===== src/rtl/cpu_types_pkg.sv =====
// Shared CPU types: machine word, fetch-stage state encoding and the sequential PC step.
package cpu_types_pkg;

  typedef logic [31:0] word_t;

  typedef enum logic {
    FETCH  = 1'b0,
    HALTED = 1'b1
  } fetch_state_t;

  localparam word_t PC_STEP_W = 32'd4;

endpackage


===== src/rtl/pipeline_fetch_unit.sv =====
// Instruction-fetch stage: owns the PC, issues icache reads and drives the fetch/decode latch
// controls, absorbing redirects (immediate or deferred until the outstanding read returns), stalls and halt.
module pipeline_fetch_unit
  import cpu_types_pkg::*;
#(
  parameter word_t PC_INIT = 32'h0000_0000,
  parameter word_t PC_STEP = PC_STEP_W
) (
  input  logic        CLK,
  input  logic        nRST,
  input  logic        ihit,
  input  logic [31:0] iload,
  output logic        imemREN,
  output logic [31:0] imemaddr,
  input  logic        stall_i,
  input  logic        redirect_i,
  input  logic [31:0] redirect_addr_i,
  input  logic        halt_i,
  output logic [31:0] instruction_o,
  output logic [31:0] pcplus4_o,
  output logic [3:0]  addr_top_four_o,
  output logic        pcpause_o,
  output logic        nopmode_o
);

  fetch_state_t state, state_nxt;
  word_t        pc, pc_nxt;
  word_t        pend_addr, pend_addr_nxt;
  logic         pend, pend_nxt;
  logic         fire;

  always_ff @(posedge CLK or negedge nRST) begin
    if (!nRST) begin
      state <= FETCH;
    end else begin
      state <= state_nxt;
    end
  end

  always_comb begin
    state_nxt = state;
    if (state == FETCH && halt_i) begin
      state_nxt = HALTED;
    end
  end

  always_comb begin
    imemREN         = (state == FETCH);
    imemaddr        = pc;
    instruction_o   = iload;
    pcplus4_o       = pc + PC_STEP;
    addr_top_four_o = pc[31:28];
    nopmode_o       = (state == HALTED) || redirect_i || pend || (!fire && !stall_i);
    pcpause_o       = stall_i && !nopmode_o;
  end

  assign fire = ihit && imemREN;

  // Next-PC selection; a redirect that arrives while a read is outstanding is parked
  // in pend/pend_addr so imemaddr never moves before the icache answers.
  always_comb begin
    pc_nxt        = pc;
    pend_nxt      = pend;
    pend_addr_nxt = pend_addr;
    if (state == HALTED || halt_i) begin
      pend_nxt = 1'b0;
    end else if (redirect_i && fire) begin
      pc_nxt   = redirect_addr_i;
      pend_nxt = 1'b0;
    end else if (redirect_i) begin
      pend_nxt      = 1'b1;
      pend_addr_nxt = redirect_addr_i;
    end else if (pend && fire) begin
      pc_nxt   = pend_addr;
      pend_nxt = 1'b0;
    end else if (fire && !stall_i) begin
      pc_nxt = pc + PC_STEP;
    end
  end

  always_ff @(posedge CLK or negedge nRST) begin
    if (!nRST) begin
      pc        <= PC_INIT;
      pend      <= 1'b0;
      pend_addr <= '0;
    end else begin
      pc        <= pc_nxt;
      pend      <= pend_nxt;
      pend_addr <= pend_addr_nxt;
    end
  end

endmodule


===== config.mk =====
export PLATFORM = sky130hd
export DESIGN_NAME = pipeline_fetch_unit
export DESIGN_NICKNAME = d
export VERILOG_FILES = /design/src/rtl/cpu_types_pkg.sv /design/src/rtl/pipeline_fetch_unit.sv
export SDC_FILE = /design/constraint.sdc
export NUM_CORES = 1
export LEC_CHECK = 0
export CAP_MARGIN = 20
export CORE_UTILIZATION = 47
export DETAILED_ROUTE_END_ITERATION = 7
export GPL_ROUTABILITY_DRIVEN = 0
export GPL_TIMING_DRIVEN = 1
export PLACE_DENSITY = 0.87
export SLEW_MARGIN = 5
export SYNTH_ARGS = -nofsm -noshare
export SYNTH_HDL_FRONTEND = slang
export SYNTH_SLANG_ARGS = --single-unit

===== constraint.sdc =====
create_clock -name CLK -period 4 [get_ports CLK]
set_input_delay 0.8 -clock CLK [delete_from_list [all_inputs] [get_ports CLK]]
set_output_delay 0.8 -clock CLK [all_outputs]
set_load 0.01 [all_outputs]

==> key figures, run 1 <==
Critical path
  • Worst Reg-to-Reg Cells: 5
  • Maximum fanout count along the critical path: 12
  • Kind of launch point of the worst setup path: register
  • Required time worst endpoint: 3200 ps
  • Type of the setup path with the least slack: register to primary output
  • Arr. time, crit path: 2840 ps
  • CP endpoint kind: primary output

Layout
  • Net count of the finished layout: 574
  • Sequential cell area: 1650 sq um
  • Synthesis-to-finish area growth: 25.1%
  • Ratio of cells with drive above 1 in the final layout: 13.5%
  • Antenna cell count: 0
  • Multi-input combinational cell area: 2110 sq um
  • Cell Count, Final, Fillers Out: 613
  • Utilization after layout: 60.2%
  • Filler Cell Count: 733

Routing
  • Residual DRC: 0
  • Post-Route WL: 12100 microns
  • First-pass iteration count of the detailed router: 6
  • Routed Antenna Nets: 0
  • Post-DR vias/cell: 6.32
  • Wire length per cell after detailed routing: 19.8 microns
  • DR iter-0 viols: 418
  • Via count: 3873

Timing
  • Unrepaired setup endpoints after global routing: no
  • Min cycle time layout: 3640 ps
  • Max-slew violation total from the final report: 0
  • Highest clock rate: 0.275 GHz
  • Tcrit/Tclk final: 90.9%
  • Clk_skew: 4.82 ps
  • Final sum of negative setup slack: 0 ps
  • Number of hold violations in the final report: 0
  • Actual slew at the worst max-slew pin: 831 ps
  • Remaining max-slew budget at the tightest pin: 44.4%
  • Count of final setup violators: 0

Logic synthesis
  • Sequential share of the synthesized area: 39.5%
  • Leading register cell type out of synthesis: sky130_fd_sc_hd__dfrtp_1
  • Register bit count reported by yosys: 66
  • Async set or reset register ratio after synthesis: 100%
  • Gate Count Post-Synth: 439
  • Syn_nets: 510
  • Post-synth design cell area: 4180 sq um
  • Most frequent cell after synthesis: sky130_fd_sc_hd__dfrtp_1
  • Synth top cells by count: sky130_fd_sc_hd__dfrtp_1 (66), sky130_fd_sc_hd__buf_4 (43), sky130_fd_sc_hd__mux2_2 (32)
  • Syn_area_per_cell: 9.52 sq um
  • Post-synth EDFFs: 0
  • Fraction of synthesized cell area taken by the top area cell type: 39.5%
  • Dominant cells by area after synthesis: sky130_fd_sc_hd__dfrtp_1 (40%), sky130_fd_sc_hd__mux2_2 (8.6%), sky130_fd_sc_hd__buf_4 (7.7%), sky130_fd_sc_hd__xnor2_1 (3.8%), sky130_fd_sc_hd__nand3_1 (3.1%)
  • Total number of yosys warnings: 0
  • Biggest area consumer among synthesized cells: sky130_fd_sc_hd__dfrtp_1
  • Count of distinct cell types in the synthesized netlist: 62

Die
  • Initial core utilization: 48.2%
  • Total Die Area: 9270 sq um
  • Chip Height: 96.3 microns
  • Width of the chip: 96.3 microns
  • IO Count: 173
  • Placeable core region: 8680 sq um
  • FP Rows: 34

Pwr
  • Total net switching power: 0.378 mW
  • Share of power burned in the clock network: 34.2%
  • Reg power frac: 50.7%
  • Power share of the combinational group: 15.2%
  • Largest voltage drop on the vdd net: 169 uV
  • Internal power consumption: 1.08 mW
  • Leak pwr: 2.18 nW
  • Net Sw Frac: 25.9%
  • Power per Cell Area: 278 nW/um^2

Place
  • Quantity of I/O buffers inserted on ports: 108
  • Number of instances in the placed design: 600
  • Detailed-placement wirelength estimate: 8730 microns

Global routing
  • Global-route wire length before repair: 18800 microns
  • Total gr overflow: 0
  • Via count of the first global-routing pass: 3665
  • Largest net degree at the start of global routing: 33
  • All-layer global routing usage: 27.0%
  • Initial antenna violation count: 0

Clock tree
  • Maximum level of the CTS H-tree: 3
  • Number of buffers inserted to repair setup after CTS: 0
  • Insertion delay to the later sink of the worst-skew pair: 350 ps
  • Inserted Clock Buffers: 9
  • CTS-repair resized insts: 0
  • Clock tree from TritonCTS: yes
  • Deepest clock path buffer count: 2
  • Number of buffers inserted by hold repair at cts: 0
  • Clock Sinks: 66
  • Clock-pin slew on the worst setup and hold paths: 70 ps
  • Root buf cell: sky130_fd_sc_hd__clkbuf_8

Min path
  • Path category of the worst min-delay check: register to register
  • Number of stages on the worst hold path: 1

Outcome
  • Result of the run: finished, final reports clean

Flow run
  • Maximum Capacitance Violations: 0
[cells by family after synthesis]
family,share of synthesized area [%]
muxes,10.3
and+or+nand+nor,18.6
AOI/OAI and AO/OA,15.2
buffers and inverters,10.4
DFF,39.5
adders and majority gates,0.299
xor gates and xnor gates,5.66
[layout make-up]
| class | instances | area share, % |
|---|---|---|
| clock buffers | 13 | 3.04 |
| inverters | 5 | 0.359 |
| multi-input cells | 303 | 40.4 |
| flip-flops and latches | 66 | 31.6 |
| well taps | 108 | 2.58 |
| repair buffers | 118 | 22.0 |
[path summary, 6_finish.rpt]
| check | from | end | slack (ps) |
|---|---|---|---|
| setup / recovery | imemaddr[4] | pcplus4_o[23] | 360 |
| hold / removal | pend_addr[15] | pend_addr[15] | 510 |
| setup reg to reg | pend | imemaddr[27] | 1650 |
| hold reg to reg | pend_addr[15] | pend_addr[15] | 510 |
| max in group asynchronous | nRST | pend_addr[15] | 2680 |
| min in group asynchronous | nRST | pend_addr[14] | 520 |
[power by group through the flow]
stage / Combinational, mW / Clock (mW) / Sequential [mW]
after floorplan: 0.113 / 0 / 0.745
after global placement: 0.213 / 0 / 0.746
after detailed placement: 0.219 / 0 / 0.749
after CTS: 0.221 / 0.499 / 0.736
after global routing: 0.239 / 0.532 / 0.742
final: 0.221 / 0.497 / 0.738
[stage by stage]
stage	hold WS, ps	total power, mW	instance area [sq um]	setup slack (ps)
global route	528	1.51	5230	201
detailed placement	486	0.968	5070	784
floorplan	471	0.858	4180	1430
CTS	504	1.46	5230	396
finish	510	1.46	5230	362
global placement	481	0.959	5070	877
[critical path: stages, from the launching register on]
cell                              delay [ps]
sky130_fd_sc_hd__dfrtp_1                 460
sky130_fd_sc_hd__and4_1                  530
sky130_fd_sc_hd__nand3_1                 290
sky130_fd_sc_hd__nor3_1                  390
sky130_fd_sc_hd__xor2_1                  250
sky130_fd_sc_hd__clkdlybuf4s50_1         580
[layer usage]
layer	up-vias	GRT usage, %	share of wire (%)
met5	-	0	0
met4	0	16.3	3.5
met3	54	4.90	8.9
met2	242	41.8	48
met1	1888	35.0	39
li1	1689	-	-
[state kept, by name (all words and copies together) (netlist names)]
signal,flops
imemaddr,32
pend,1
pend_addr,32
state,1
[placed cells by master (no fill, tap or decap), drive strengths merged, types with 5 or more instances in the layout]
master	count
clkdlybuf4s50	107
inv	5
o21ai	19
o22ai	12
and4	7
nand4	11
nand3	26
o211ai	5
xor2	9
nor3	8
clkbuf	13
xnor2	18
mux2i	7
nor2	30
dfrtp	66
nand2	24
mux2	32
buf	11
a21oi	22
and3	5
(Power assumes the default switching activity.)
==> inputs of run 2 (changes only) <==
--- a/config.mk
+++ b/config.mk
@@ -6,11 +6,11 @@
 export NUM_CORES = 1
 export LEC_CHECK = 0
 export CAP_MARGIN = 20
-export CORE_UTILIZATION = 47
+export CORE_UTILIZATION = 44
 export DETAILED_ROUTE_END_ITERATION = 7
 export GPL_ROUTABILITY_DRIVEN = 0
 export GPL_TIMING_DRIVEN = 1
-export PLACE_DENSITY = 0.87
+export PLACE_DENSITY = 0.82
 export SLEW_MARGIN = 5
 export SYNTH_ARGS = -nofsm -noshare
 export SYNTH_HDL_FRONTEND = slang
==> constraint.sdc (replaced) <==
create_clock -name CLK -period 3.6 [get_ports CLK]
set_input_delay 0.72 -clock CLK [delete_from_list [all_inputs] [get_ports CLK]]
set_output_delay 0.72 -clock CLK [all_outputs]
set_load 0.01 [all_outputs]
==> key figures, run 2 (synthesis gave the netlist of run 1 again) <==
Critical path
  • Max stage delay cell, worst path: sky130_fd_sc_hd__clkdlybuf4s50_1
  • FF-to-FF Start: pend
  • Buf/Inv on CP: 1 (unchanged)
  • Maximum fanout count along the critical path: 10 (-2)
  • Worst Reg-to-Reg Cells: 6 (+1)
  • CP max stage delay: 590 ps (about the same)
  • Required time worst endpoint: 2880 ps (-320 ps)
  • CP endpoint kind: primary output
  • Register-to-register setup slack: 1370 ps (-280 ps)
  • Critical path, cell by cell: and3_1 -> nand3_1 -> nor3_1 -> xor2_1 -> clkdlybuf4s50_1
  • Category of cells accounting for the largest share of critical-path delay: simple AND/OR/NAND/NOR gates
  • Kind of launch point of the worst setup path: register
  • Type of the setup path with the least slack: register to primary output
  • R2R Path End: imemaddr[17]
  • Arr. time, crit path: 2790 ps (-50 ps)

Routing
  • Via count: 3876 (+0.077%)
  • Post-DR vias/cell: 6.06 (-4.1%)
  • First-pass iteration count of the detailed router: 5 (-1)
  • Routed Antenna Nets: 0 (unchanged)
  • Post-Route WL: 12200 microns (+0.82%)
  • Wire length per cell after detailed routing: 19.1 microns (-3.4%)
  • DR iter-0 viols: 296 (-29%)
  • Residual DRC: 0 (unchanged)

Pwr
  • Power per Cell Area: 304 nW/um^2 (+9.1%)
  • Largest voltage drop on the vdd net: 177 uV (+4.8%)
  • Leak pwr: 2.20 nW (+0.95%)

Timing
  • Highest clock rate: 0.285 GHz
  • Count of final setup violators: 0 (unchanged)
  • Actual slew at the worst max-slew pin: 766 ps (-65.1 ps)
  • Final sum of negative setup slack: 0 ps (unchanged)
  • Remaining max-slew budget at the tightest pin: 48.6% (+4.2 points)
  • Number of hold violations in the final report: 0 (unchanged)
  • Max-slew violation total from the final report: 0 (unchanged)
  • Min cycle time layout: 3510 ps
  • Unrepaired setup endpoints after global routing: no
  • Tcrit/Tclk final: 97.5%
  • Clk_skew: 7.63 ps (+2.81 ps)

Clock tree
  • CTS-repair resized insts: 0 (unchanged)
  • Deepest clock path buffer count: 2 (unchanged)
  • Root buf cell: sky130_fd_sc_hd__clkbuf_8
  • Insertion delay to the later sink of the worst-skew pair: 340 ps (about the same)
  • Clock-pin slew on the worst setup and hold paths: 70 ps (about the same)
  • Number of buffers inserted to repair setup after CTS: 0 (unchanged)
  • Maximum level of the CTS H-tree: 3 (unchanged)
  • Clock tree from TritonCTS: yes
  • Clock Sinks: 66 (unchanged)
  • Number of buffers inserted by hold repair at cts: 0 (unchanged)
  • Inserted Clock Buffers: 9 (unchanged)

Place
  • Detailed-placement wirelength estimate: 8660 microns (-0.87%)
  • Number of instances in the placed design: 624 (+4.0%)
  • Quantity of I/O buffers inserted on ports: 108 (unchanged)
  • Standard cell area after detailed placement: 5120 sq um (+0.96%)

Layout
  • Top library cells by usage in the layout, fill and taps aside: sky130_fd_sc_hd__clkdlybuf4s50_1 (107), sky130_fd_sc_hd__dfrtp_1 (66), sky130_fd_sc_hd__mux2_2 (32), sky130_fd_sc_hd__nor2_1 (30), sky130_fd_sc_hd__nand3_1 (26)
  • Synthesis-to-finish area growth: 26.4%
  • Filler Cell Count: 788 (+7.5%)
  • Area of all placed cells without fillers: 5280 sq um (+1.0%)
  • Cell Count, Final, Fillers Out: 640 (+4.4%)
  • Utilization after layout: 57.2% (-3.1 points)
  • Antenna cell count: 0 (unchanged)
  • Leading cell type in the layout, fill and taps excluded: sky130_fd_sc_hd__clkdlybuf4s50_1
  • Ratio of cells with drive above 1 in the final layout: 14.3% (+0.82 points)
  • Net count of the finished layout: 577 (+0.52%)

Global routing
  • Largest net degree at the start of global routing: 33 (unchanged)
  • Global-route wire length before repair: 19500 microns (+3.9%)
  • Top Usage Layer GRT: met2
  • Global-route track usage on met2: 39.9% (-2.0 points)
  • Met3 routing resource usage after global routing: 5.20% (+0.30 points)
  • Total gr overflow: 0 (unchanged)
  • All-layer global routing usage: 25.4% (-1.6 points)
  • Met1 Usage GRT: 32.9% (-2.1 points)
  • Via count of the first global-routing pass: 3804 (+3.8%)
  • Initial antenna violation count: 0 (unchanged)

Min path
  • Path category of the worst min-delay check: input port to async pin

Die
  • IO Count: 173 (unchanged)
  • Initial core utilization: 45.2% (-2.9 points)
  • Chip Height: 99.5 microns (+3.3%)
  • Width of the chip: 99.5 microns (+3.3%)
  • Placeable core region: 9240 sq um (+6.5%)
  • FP Rows: 35 (+2.9%)
  • Total Die Area: 9890 sq um (+6.7%)

Outcome
  • Result of the run: finished, final reports clean

Flow run
  • Maximum Capacitance Violations: 0 (unchanged)
run 2: layout make-up:
class                   instances  area [sq um]  share of cell area, %
repair buffers                121          1170                   22.2
flip-flops and latches         66          1650                   31.3
clock inverters                 3          15.0                  0.284
clock buffers                  13           149                   2.82
well taps                     129           161                   3.06
multi-input cells             303          2110                   40.0
inverters                       5          18.8                  0.355
run 2: worst max-delay path by stage:
stage                      startpoint             to  depth (start not counted)
after global placement    imemaddr[2]  pcplus4_o[22]                          5
after detailed placement  imemaddr[2]  pcplus4_o[24]                          5
final                     imemaddr[8]  pcplus4_o[23]                          5
after CTS                 imemaddr[2]  pcplus4_o[24]                          5
after global routing      imemaddr[2]  pcplus4_o[24]                          5
after floorplan           imemaddr[2]  pcplus4_o[22]                          5
run 2: routing by layer:
metal	vias up	share of wire [%]
li1	1700	-
met1	1877	40
met2	249	47
met3	50	9.3
met4	0	4.0
met5	-	0
run 2: power by group:
group / leakage [nW] / internal (mW) / switching (mW)
Clock: 0.0872 / 0.266 / 0.270
Sequential: 0.861 / 0.779 / 0.0440
Combinational: 1.25 / 0.142 / 0.103
run 2: stage by stage:
stage	setup WS [ps]	power, mW	hold WS [ps]
final	90.5	1.60	338
after global routing	6.29	1.67	361
after CTS	155	1.61	345
after detailed placement	562	1.08	487
after global placement	643	1.07	480
after floorplan	1110	0.953	424
